**src/rtl/async_fifo_pkg.sv**
```systemverilog
// Shared default constants for the single-clock FIFO (async_fifo).
// Optional simulation checkers in async_fifo are compiled only when the
// ASYNC_FIFO_ASSERT_EN macro is defined.
package async_fifo_pkg;

    localparam int DEF_DATA_WIDTH = 8;
    localparam int DEF_DEPTH      = 16;
    localparam int DEF_ADDR_WIDTH = 4;

endpackage : async_fifo_pkg

```
**src/rtl/async_fifo_mem.sv**
```systemverilog
// FIFO storage: DEPTH x DATA_WIDTH register array with one synchronous write
// port and one synchronous, registered read port. The array itself is never
// reset; only the read data register is cleared by reset.
module async_fifo_mem
    import async_fifo_pkg::*;
#(
    parameter int DATA_WIDTH = DEF_DATA_WIDTH,
    parameter int DEPTH      = DEF_DEPTH,
    parameter int ADDR_WIDTH = DEF_ADDR_WIDTH
) (
    input  logic                  clk,
    input  logic                  rst_n,
    input  logic                  wr_en_i,
    input  logic [ADDR_WIDTH-1:0] wr_addr_i,
    input  logic [DATA_WIDTH-1:0] wr_data_i,
    input  logic                  rd_en_i,
    input  logic [ADDR_WIDTH-1:0] rd_addr_i,
    output logic [DATA_WIDTH-1:0] rd_data_o
);

    logic [DATA_WIDTH-1:0] mem_q [DEPTH];
    logic [DATA_WIDTH-1:0] rd_data_q;

    // Store write data; contents survive reset on purpose.
    always_ff @(posedge clk) begin
        if (wr_en_i) begin
            mem_q[wr_addr_i] <= wr_data_i;
        end
    end

    // Registered read port; holds its value whenever no read is accepted.
    always_ff @(posedge clk or negedge rst_n) begin
        if (!rst_n) begin
            rd_data_q <= '0;
        end else if (rd_en_i) begin
            rd_data_q <= mem_q[rd_addr_i];
        end
    end

    assign rd_data_o = rd_data_q;

endmodule : async_fifo_mem

```
**src/rtl/async_fifo.sv**
```systemverilog
// Single-clock FIFO with registered empty/full flags and 1-cycle read latency.
// Pointers are ADDR_WIDTH+1 bits; the extra MSB tells full from empty when
// the address bits match. Define ASYNC_FIFO_ASSERT_EN to compile simulation
// checkers for overflow/underflow requests and contradictory flags.
module async_fifo
    import async_fifo_pkg::*;
#(
    parameter int DATA_WIDTH = DEF_DATA_WIDTH,
    parameter int DEPTH      = DEF_DEPTH,
    parameter int ADDR_WIDTH = DEF_ADDR_WIDTH
) (
    input  logic                  wclk,
    input  logic                  rst,
    input  logic                  wr_en,
    input  logic                  rd_en,
    input  logic [DATA_WIDTH-1:0] data_in,
    output logic [DATA_WIDTH-1:0] data_out,
    output logic                  empty,
    output logic                  full
);

    logic [ADDR_WIDTH:0] wr_ptr_q, wr_ptr_d;
    logic [ADDR_WIDTH:0] rd_ptr_q, rd_ptr_d;
    logic                empty_q, empty_d;
    logic                full_q, full_d;
    logic                wr_accept;
    logic                rd_accept;

    assign wr_accept = wr_en & ~full_q;
    assign rd_accept = rd_en & ~empty_q;

    // Next pointers and flags; flags are derived from the next pointers so
    // they register in the same cycle as the pointer update.
    always_comb begin
        wr_ptr_d = wr_ptr_q + {{ADDR_WIDTH{1'b0}}, wr_accept};
        rd_ptr_d = rd_ptr_q + {{ADDR_WIDTH{1'b0}}, rd_accept};
        empty_d  = (wr_ptr_d == rd_ptr_d);
        full_d   = (wr_ptr_d[ADDR_WIDTH-1:0] == rd_ptr_d[ADDR_WIDTH-1:0]) &&
                   (wr_ptr_d[ADDR_WIDTH] != rd_ptr_d[ADDR_WIDTH]);
    end

    // Pointer and flag registers.
    always_ff @(posedge wclk or negedge rst) begin
        if (!rst) begin
            wr_ptr_q <= '0;
            rd_ptr_q <= '0;
            empty_q  <= 1'b1;
            full_q   <= 1'b0;
        end else begin
            wr_ptr_q <= wr_ptr_d;
            rd_ptr_q <= rd_ptr_d;
            empty_q  <= empty_d;
            full_q   <= full_d;
        end
    end

    async_fifo_mem #(
        .DATA_WIDTH (DATA_WIDTH),
        .DEPTH      (DEPTH),
        .ADDR_WIDTH (ADDR_WIDTH)
    ) u_mem (
        .clk       (wclk),
        .rst_n     (rst),
        .wr_en_i   (wr_accept),
        .wr_addr_i (wr_ptr_q[ADDR_WIDTH-1:0]),
        .wr_data_i (data_in),
        .rd_en_i   (rd_accept),
        .rd_addr_i (rd_ptr_q[ADDR_WIDTH-1:0]),
        .rd_data_o (data_out)
    );

    assign empty = empty_q;
    assign full  = full_q;

`ifdef ASYNC_FIFO_ASSERT_EN
    // Flag requests the FIFO will drop and any impossible flag combination.
    always @(posedge wclk) begin
        if (rst) begin
            if (wr_en && full_q)
                $error("async_fifo: write request while full");
            if (rd_en && empty_q)
                $error("async_fifo: read request while empty");
            if (full_q && empty_q)
                $error("async_fifo: full and empty both set");
        end
    end
`else
`endif

endmodule : async_fifo

```
**config.mk**
```make
export PLATFORM = sky130hd
export DESIGN_NAME = async_fifo
export DESIGN_NICKNAME = d
export VERILOG_FILES = /design/src/rtl/async_fifo_pkg.sv /design/src/rtl/async_fifo_mem.sv /design/src/rtl/async_fifo.sv
export SDC_FILE = /design/constraint.sdc
export NUM_CORES = 1
export LEC_CHECK = 0
export CORE_ASPECT_RATIO = 1.75
export CORE_MARGIN = 3
export CORE_UTILIZATION = 54
export DETAILED_ROUTE_END_ITERATION = 10
export PLACE_DENSITY = 0.87
export SLEW_MARGIN = 30
export SYNTH_ARGS = -nofsm -noshare
export SYNTH_HDL_FRONTEND = slang
export SYNTH_SLANG_ARGS = --single-unit
```
**constraint.sdc**
```tcl
create_clock -name wclk -period 2.44 [get_ports wclk]
set_clock_uncertainty 0.1 [all_clocks]
set_input_delay 0.366 -clock wclk [delete_from_list [all_inputs] [get_ports wclk]]
set_output_delay 0.366 -clock wclk [all_outputs]
set_load 0.01 [all_outputs]
```
Word level (Yosys, flattened, before mapping)
Memories as Yosys holds them, arrays and structs flattened. A register that Yosys moved wholly into a read port is not among the register bits.
Cells that the tools add are included.
{ "classes": {"add_sub_neg": 2, "eq_ne": 3, "muxes": 2, "bitwise_logic": 4, "n_reduce_logical": 2} }
{ "op_table": {"columns": ["operator", "count"], "rows": [
  ["adder 5 x 1 -> 5 bit", 2],
  ["equality test 5 bit", 1],
  ["equality test 4 bit", 1],
  ["bitwise AND 1 bit", 2],
  ["two-way mux 1 bit", 2],
  ["NOT 1 bit", 2],
  ["logical AND 1 bit", 1],
  ["zero test 1 bit", 1],
  ["!= test 1 bit", 1]
]} }
{ "word_totals": {"register_bits": 12, "ram_bits": 128, "inputBits": 12, "output_inout_bits": 10, "elab_cells": 18, "n_memories": 1} }
{ "mem_list": {"columns": ["memory", "words", "width", "rd", "rd_clocked_by_memory_dff", "write_ports", "line", "rtl"], "rows": [
  ["u_mem.mem_q", 16, 8, 1, 1, 1, "async_fifo_mem.sv:21", "logic [DATA_WIDTH-1:0] mem_q [DEPTH];"]
]} }

Depth between registers and ports, before layout
Gate-level depths: netlist of the first run.
{ "depth": {"depth_word": 5, "ltp_mapped": 9} }

Hierarchy
Synthesis of the first run repeated with hierarchy kept, for this count alone.
{ "hier_totals": {"hier_cells": 278, "area_unflattened_um2": 5853.1} }
{ "by_module_without_submodules": {"columns": ["mod", "instances", "cells_each", "area_per_inst_um2", "seq_area_each_um2"], "rows": [
  ["async_fifo_mem", 1, 240, 5331.4, 4043.9],
  ["async_fifo", 1, 38, 521.8, 301.5]
]} }

Worst setup path before layout of the first run
OpenSTA, ideal clock, no wires.
{ "synth_path": {"path_type": "in2reg", "start": "input rd_en", "end": "register empty_q (netlist: empty)", "setup_ns": 0.075, "arrival_ns": 2.226, "required_ns": 2.265, "path_slack_ns": 0.039, "stages": 9, "n_path_buf": 2, "path_cell_list": "nor2b_1 -> clkbuf_1 -> clkbuf_1 -> ha_1 -> ha_1 -> xor2_1 -> xor2_1 -> or3_1 -> nor3b_2"} }
{ "synth_via": {"elab_chain_cells": 3} }
{ "synth_rtl": {"columns": ["item", "line", "rtl"], "rows": [
  ["from (decl)", "async_fifo.sv:15", "input logic rd_en,"],
  ["bitwise AND 1 bit", "async_fifo.sv:30", "assign rd_accept = rd_en & ~empty_q;"],
  ["adder 5 x 1 -> 5 bit", "async_fifo.sv:36", "rd_ptr_d = rd_ptr_q + {{ADDR_WIDTH{1'b0}}, rd_accept};"],
  ["net rd_ptr_d[2]", "async_fifo.sv:23", "logic [ADDR_WIDTH:0] rd_ptr_q, rd_ptr_d;"],
  ["equality test 5 bit", "async_fifo.sv:37", "empty_d = (wr_ptr_d == rd_ptr_d);"],
  ["net empty_d", "async_fifo.sv:24", "logic empty_q, empty_d;"],
  ["to (signal assigned)", "async_fifo.sv:52", "empty_q <= empty_d;"],
  ["to (decl)", "async_fifo.sv:24", null]
]} }
The timed path passes the listed nets, and every way through them passes these cells.

Worst setup path after layout of the first run
{ "layout_path": {"start": "register empty_q (netlist: empty)", "end": "register empty_q (netlist: empty)"} }
{ "layout_via": {"elab_chain_cells": 4} }
{ "layout_rtl": {"columns": ["item", "line"], "rows": [
  ["NOT 1 bit", "async_fifo.sv:30"],
  ["bitwise AND 1 bit", "async_fifo.sv:30"],
  ["adder 5 x 1 -> 5 bit", "async_fifo.sv:36"],
  ["net rd_ptr_d[2]", "async_fifo.sv:23"],
  ["equality test 5 bit", "async_fifo.sv:37"],
  ["net empty_d", "async_fifo.sv:24"]
]} }
The timed path passes the listed nets, and every way through them passes these cells.

==> results of run 1 <==
==> where the power goes <==
group	leakage (nW)	switching [W]	total (W)	internal [W]
Sequential	1.39	0.000244	0.00341	0.00317
Combinational	0.743	0.00136	0.00243	0.00107
Clock	0.265	0.000993	0.00240	0.00140
==> worst max-delay path: stages (launching register included) <==
cell and delay (ns):
dfstp_2 0.54, nor2b_1 0.06, ha_1 0.20, ha_1 0.21, xor2_1 0.28, xor2_1 0.14
or3_1 0.44, nor3b_2 0.22
==> layout make-up <==
cell class | instances | share of cell area (%)
sequential | 148 | 63.78
multi-input combinational | 148 | 19.74
clock buffer | 17 | 6.244
timing repair buffer | 44 | 5.803
tap | 127 | 2.332
clock inverter | 15 | 1.928
inverter | 3 | 0.1653
==> logic make-up after synthesis <==
kind of cell | share of synthesized area (%)
muxes | 12.10
adders and majority gates | 0.8610
AOI/OAI and AO/OA | 4.412
xor gates and xnor gates | 1.657
DFF | 74.75
buffers and inverters | 2.109
and+or+nand+nor | 4.111
==> metal layers <==
metal / up-vias / GRT usage, % / part of all wire [%]
met5: - / 0 / 0
met4: 0 / 12.59 / 4.3
met3: 34 / 4.734 / 4.2
met2: 133 / 34.72 / 55
met1: 1522 / 22.24 / 36
li1: 1352 / - / -
==> worst paths after layout <==
check | endpoint | slack [ns] | start | depth (start not counted)
worst max-delay path | empty | 0.18 | empty | 7
worst min-delay path | wr_ptr_q[4] | 0.19 | rst | 2
min in group wclk | rd_ptr_q[4] | 0.42 | rd_ptr_q[4] | 2
worst max register to register | empty | 0.18 | empty | 7
max in group asynchronous | empty | 1.78 | rst | 2
worst min register to register | rd_ptr_q[4] | 0.42 | rd_ptr_q[4] | 2
==> registers in the layout, summed over array words and instances, names as in the netlist <==
signal and flops:
wr_ptr_q 5, empty 1, rd_ptr_q 5, u_mem.rd_data_o 8, u_mem.mem_q 128, full 1
==> Yosys cell counts, types with 2 or more instances <==
library cell	count	area [um^2]
edfxtp_1	128	3844
mux2i_1	32	320.3
nor2_1	20	75.07
dfrtp_1	19	475.5
mux4_2	10	225.2
a21oi_1	8	40.04
a31oi_1	8	50.05
o21ai_1	8	40.04
o22ai_1	8	50.05
xor2_1	8	70.07
a221oi_1	7	61.31
mux4_1	6	157.7
nand3_1	6	30.03
buf_6	4	45.04
ha_1	4	50.05
nor3_1	4	20.02
buf_2	3	15.01
inv_1	3	11.26
nor2b_1	3	18.77
xnor2_1	3	26.28
buf_4	2	15.01
clkbuf_1	2	7.510
nand2b_1	2	12.51
nand3b_1	2	15.01
==> placed cells by master, fill, tap and decap left out, types with 10 or more instances in the layout <==
cell type,count
buf_4,22
clkbuf_16,17
clkdlybuf4s50_1,21
dfrtp_1,19
edfxtp_1,128
mux2i_1,32
mux4_2,10
nor2_1,20
==> stage by stage <==
step                      util (%)  instances  worst slack (ns)  hold WS (ns)  cell area, um^2
after global placement       60.02        470          -0.01448        0.4137             6256
final                        65.37        502            0.1828        0.1885             6813
after global routing         65.37        502            0.1042        0.2006             6813
after CTS                    65.37        502            0.1663        0.1863             6813
after floorplan                  -        313           0.03933      -0.02959             5813
after detailed placement     60.02        470           -0.1550        0.4117             6256
==> impl_results.md, run 1 <==
* CP max FO at 2
* Share of cells above drive strength 1 at 18.93%
* DRT Pass-1 Iters at 7
* Slew at the pin closest to its max-slew limit at 0.6549 ns
* Worst-Skew Late Latency at 0.42 ns
* Minimum clock period at 2.257 ns
* 1st-iter DRT viols at 192
* Cts bufs inserted at 17
* Num Clock Sinks at 148
* IO buf count at 21
* Ant diodes at 0
* Die width at 84.43 um
* Synthesized area at 0.005813 mm^2
* FP Rows at 49
* Fin. max-slew vios at 0
* Post-Syn Nets at 329
* Syn. warnings at 0
* Multi-input logic area at 0.001345 mm^2
* Pwr Density at 1208 mW/mm^2
* Post-CTS Resized at 0
* Rel. slew slack at 56.21%
* RSZ-0062 raised after global routing: no
* Drt wl/cell at 22.14 um
* GR Overflow Total at 0
* Ys flop type: edfxtp_1
* CTS H-Tree Depth at 4
* Initial core utilization at 55.77%
* Ratio of final minimum period to clock period at 92.51%
* CTS tree: built
* Peak VDD IR at 1.068 mV
* Pwr Total at 0.008233 W
* Routed vias/inst at 6.058
* #FFs+latches synth at 148
* Critical path class: reg2reg
* HP Class: in2async
* I/O pins at 22
* Core area at 0.01042 mm^2
* FILL cells at 631
* Nets at 378
* Sequential Area at 0.004345 mm^2
* Register area share after synthesis at 74.75%
* Placer Congestion at 0.9035
* Worst setup EP type: flip-flop
* CP required at 2.67 ns
* Run status: finished, final reports clean
* Setup TNS at 0 ns
* Clock tree buffer depth at 2
* Crit path DAT at 2.49 ns
* Vias in the first global route at 3243
* Gate Count Post-Synth at 313
* DRC at 0
* Die Ht at 143.3 um
* First-pass GRT wire length at 17.57 mm
* Initial antenna violation count at 0
* Max Cap Viol at 0
* Hpwl dp at 7.222 mm
* CTS Root Cell: clkbuf_16
* Final Hold Vio Count at 0
* Synth async-reset ratio at 13.51%
* CTS hold repair buffers at 0
* # Post-CTS Setup Buffers at 0
* Setup-failing EPs final at 0
* Mean Syn Cell Area at 18.57 um^2
* Distinct cells, synth at 37
* Number of synthesized flops with an enable pin at 128
* Vias at 3041
* Area Growth Syn to Fin at 17.20%
* F_max at 443.0 MHz
* Final wirelength at 11.11 mm
* Register clock-pin slew on the reported worst setup and hold paths at 0.06 ns
* Post-route ant nets at 0
* Largest net degree at the start of global routing at 31
* Global Route Usage Sum at 20.09%
* Die footprint at 0.01210 mm^2
* Crit path launch type: flip-flop
* Static Leak at 2.396 nW
Note: power is estimated with default switching activity, not from simulation.
==> inputs of run 2 (changes only) <==
Settings changed: MAX_ROUTING_LAYER set to met4.
==> run 2 against run 1 <==
- non-clock buffer count stayed put
- wire length is 1.4% higher
- register-to-register slack better by 0.097 ns
- cell count is 0.20% lower
- combinational power is 2% lower
- critical endpoint is now full
- largest cell class unchanged
==> impl_results.md, run 2 (synthesis results as in run 1) <==
* RSZ-0062 raised after global routing: no
* CTS tree: built
* DRC at 0
* Ratio of final minimum period to clock period at 89.87%
* CTS hold repair buffers at 0
* Global Route Usage Sum at 21.02%
* DR WL met2 at 6.152 mm
* Register clock-pin slew on the reported worst setup and hold paths at 0.06 ns
* HP Class: in2async
* Cts bufs inserted at 17
* Worst slack, placed at -0.1117 ns
* Die footprint at 0.01210 mm^2
* Most common cell after layout, fill and taps aside: edfxtp_1
* I/O pins at 22
* Vias in the first global route at 3178
* Clock tree buffer depth at 2
* Slew at the pin closest to its max-slew limit at 0.7393 ns
* Run status: finished, final reports clean
* Layout Cells excl Fill at 501
* Inst Count DP at 470
* Met1 wire length at 4.233 mm
* Worst path cell trace: clkdlybuf4s50_1 -> nor2b_1 -> ha_1 -> ha_1 -> xor2_1 -> xor2_1 -> or3_1 -> nor3_2
* Slack of the critical path at 0.2472 ns
* Ant diodes at 0
* Final instance area at 0.006832 mm^2
* Placed Area at 0.006243 mm^2
* Hpwl dp at 7.203 mm
* Fin. max-slew vios at 0
* Max Cap Viol at 0
* Critical Path Slowest Stage Cell: clkdlybuf4s50_1
* Largest register by flop count: u_mem.mem_q
* Crit path DAT at 2.43 ns
* IO buf count at 21
* Min Hold Slack at 0.1872 ns
* First-pass GRT wire length at 17.91 mm
* Worst setup EP type: flip-flop
* CP max FO at 2
* CTS Root Cell: clkbuf_16
* Max FFs per register at 128
* Initial antenna violation count at 0
* Pwr Density at 1226 mW/mm^2
* CP required at 2.67 ns
* Static Leak at 2.401 nW
* Die width at 84.43 um
* CTS H-Tree Depth at 4
* Largest net degree at the start of global routing at 28
* Routed vias/inst at 6.036
* Share of cells above drive strength 1 at 18.18%
* Final wirelength at 11.27 mm
* Placer Congestion at 0.9313
* Num Clock Sinks at 148
* Rel. slew slack at 50.61%
* 1st-iter DRT viols at 245
* Core area at 0.01042 mm^2
* Drt wl/cell at 22.49 um
* Crit path launch type: input pin
* Final Hold Vio Count at 0
* CP startpoint: wr_en
* Worst-Skew Late Latency at 0.42 ns
* FP Rows at 49
* Max Used Layer: met4
* Die Ht at 143.3 um
* Area Growth Syn to Fin at 17.52%
* Delay of the slowest cell on the worst path at 0.46 ns
* Peak VDD IR at 1.287 mV
* Post-route ant nets at 0
* Commonest cells after routing, fill and taps aside: edfxtp_1 (128), mux2i_1 (32), buf_4 (23)
* Minimum clock period at 2.193 ns
* F_max at 456.0 MHz
* Critical path class: in2reg
* FILL cells at 621
* GR Overflow Total at 0
* # Post-CTS Setup Buffers at 0
* DRT Pass-1 Iters at 5
* Nets at 378
* RR Startpoint: wr_ptr_q[0]
* Initial core utilization at 55.77%
* Vias at 3024
* Setup-failing EPs final at 0
* Post-CTS Resized at 0
* Wire length on met3 at 406 um
-- run 2: cell type report --
type	count	area (um^2)	share of cell area, %
Timing Repair Buffer	44	382.9	5.604
Multi-Input combinational cell	148	1345	19.69
Inverter	3	11.26	0.1648
Clock buffer	19	432.9	6.337
Clock inverter	12	155.1	2.271
Tap cell	127	158.9	2.326
Sequential cell	148	4345	63.61
-- run 2: per-stage QoR --
step	TNS, ns	utilization, %	power (W)
CTS	0	65.55	0.008424
detailed placement	-0.1921	59.90	0.005791
global placement	-0.005157	59.90	0.005680
global route	0	65.55	0.008756
floorplan	0	-	0.005094
finish	0	65.55	0.008373
-- run 2: worst paths after layout --
kind / end / slack (ns) / cells past startpoint
max in group asynchronous: empty / 1.79 / 2
worst min-delay path: wr_ptr_q[4] / 0.19 / 2
worst max-delay path: full / 0.25 / 8
min in group wclk: wr_ptr_q[4] / 0.42 / 2
worst min register to register: wr_ptr_q[4] / 0.42 / 2
worst max register to register: full / 0.28 / 6
-- run 2: critical path: cells and delay by family --
kind	cells	cell delay (ns)
buf+inv	1	0.46
fa+ha+maj	2	0.43
simple gates	3	0.86
xor+xnor	2	0.32
-- run 2: routing by layer --
layer | vias up | track usage, %
met3 | 31 | 4.042
met5 | - | -
li1 | 1348 | -
met1 | 1542 | 23.97
met4 | 0 | 11.93
met2 | 103 | 34.76
-- run 2: power by group --
part / internal (W) / total [W] / switching [W]
sequential: 0.00317 / 0.00343 / 0.000265
combinational: 0.00105 / 0.00238 / 0.00133
clock: 0.00160 / 0.00256 / 0.000961
total: 0.00582 / 0.00837 / 0.00255
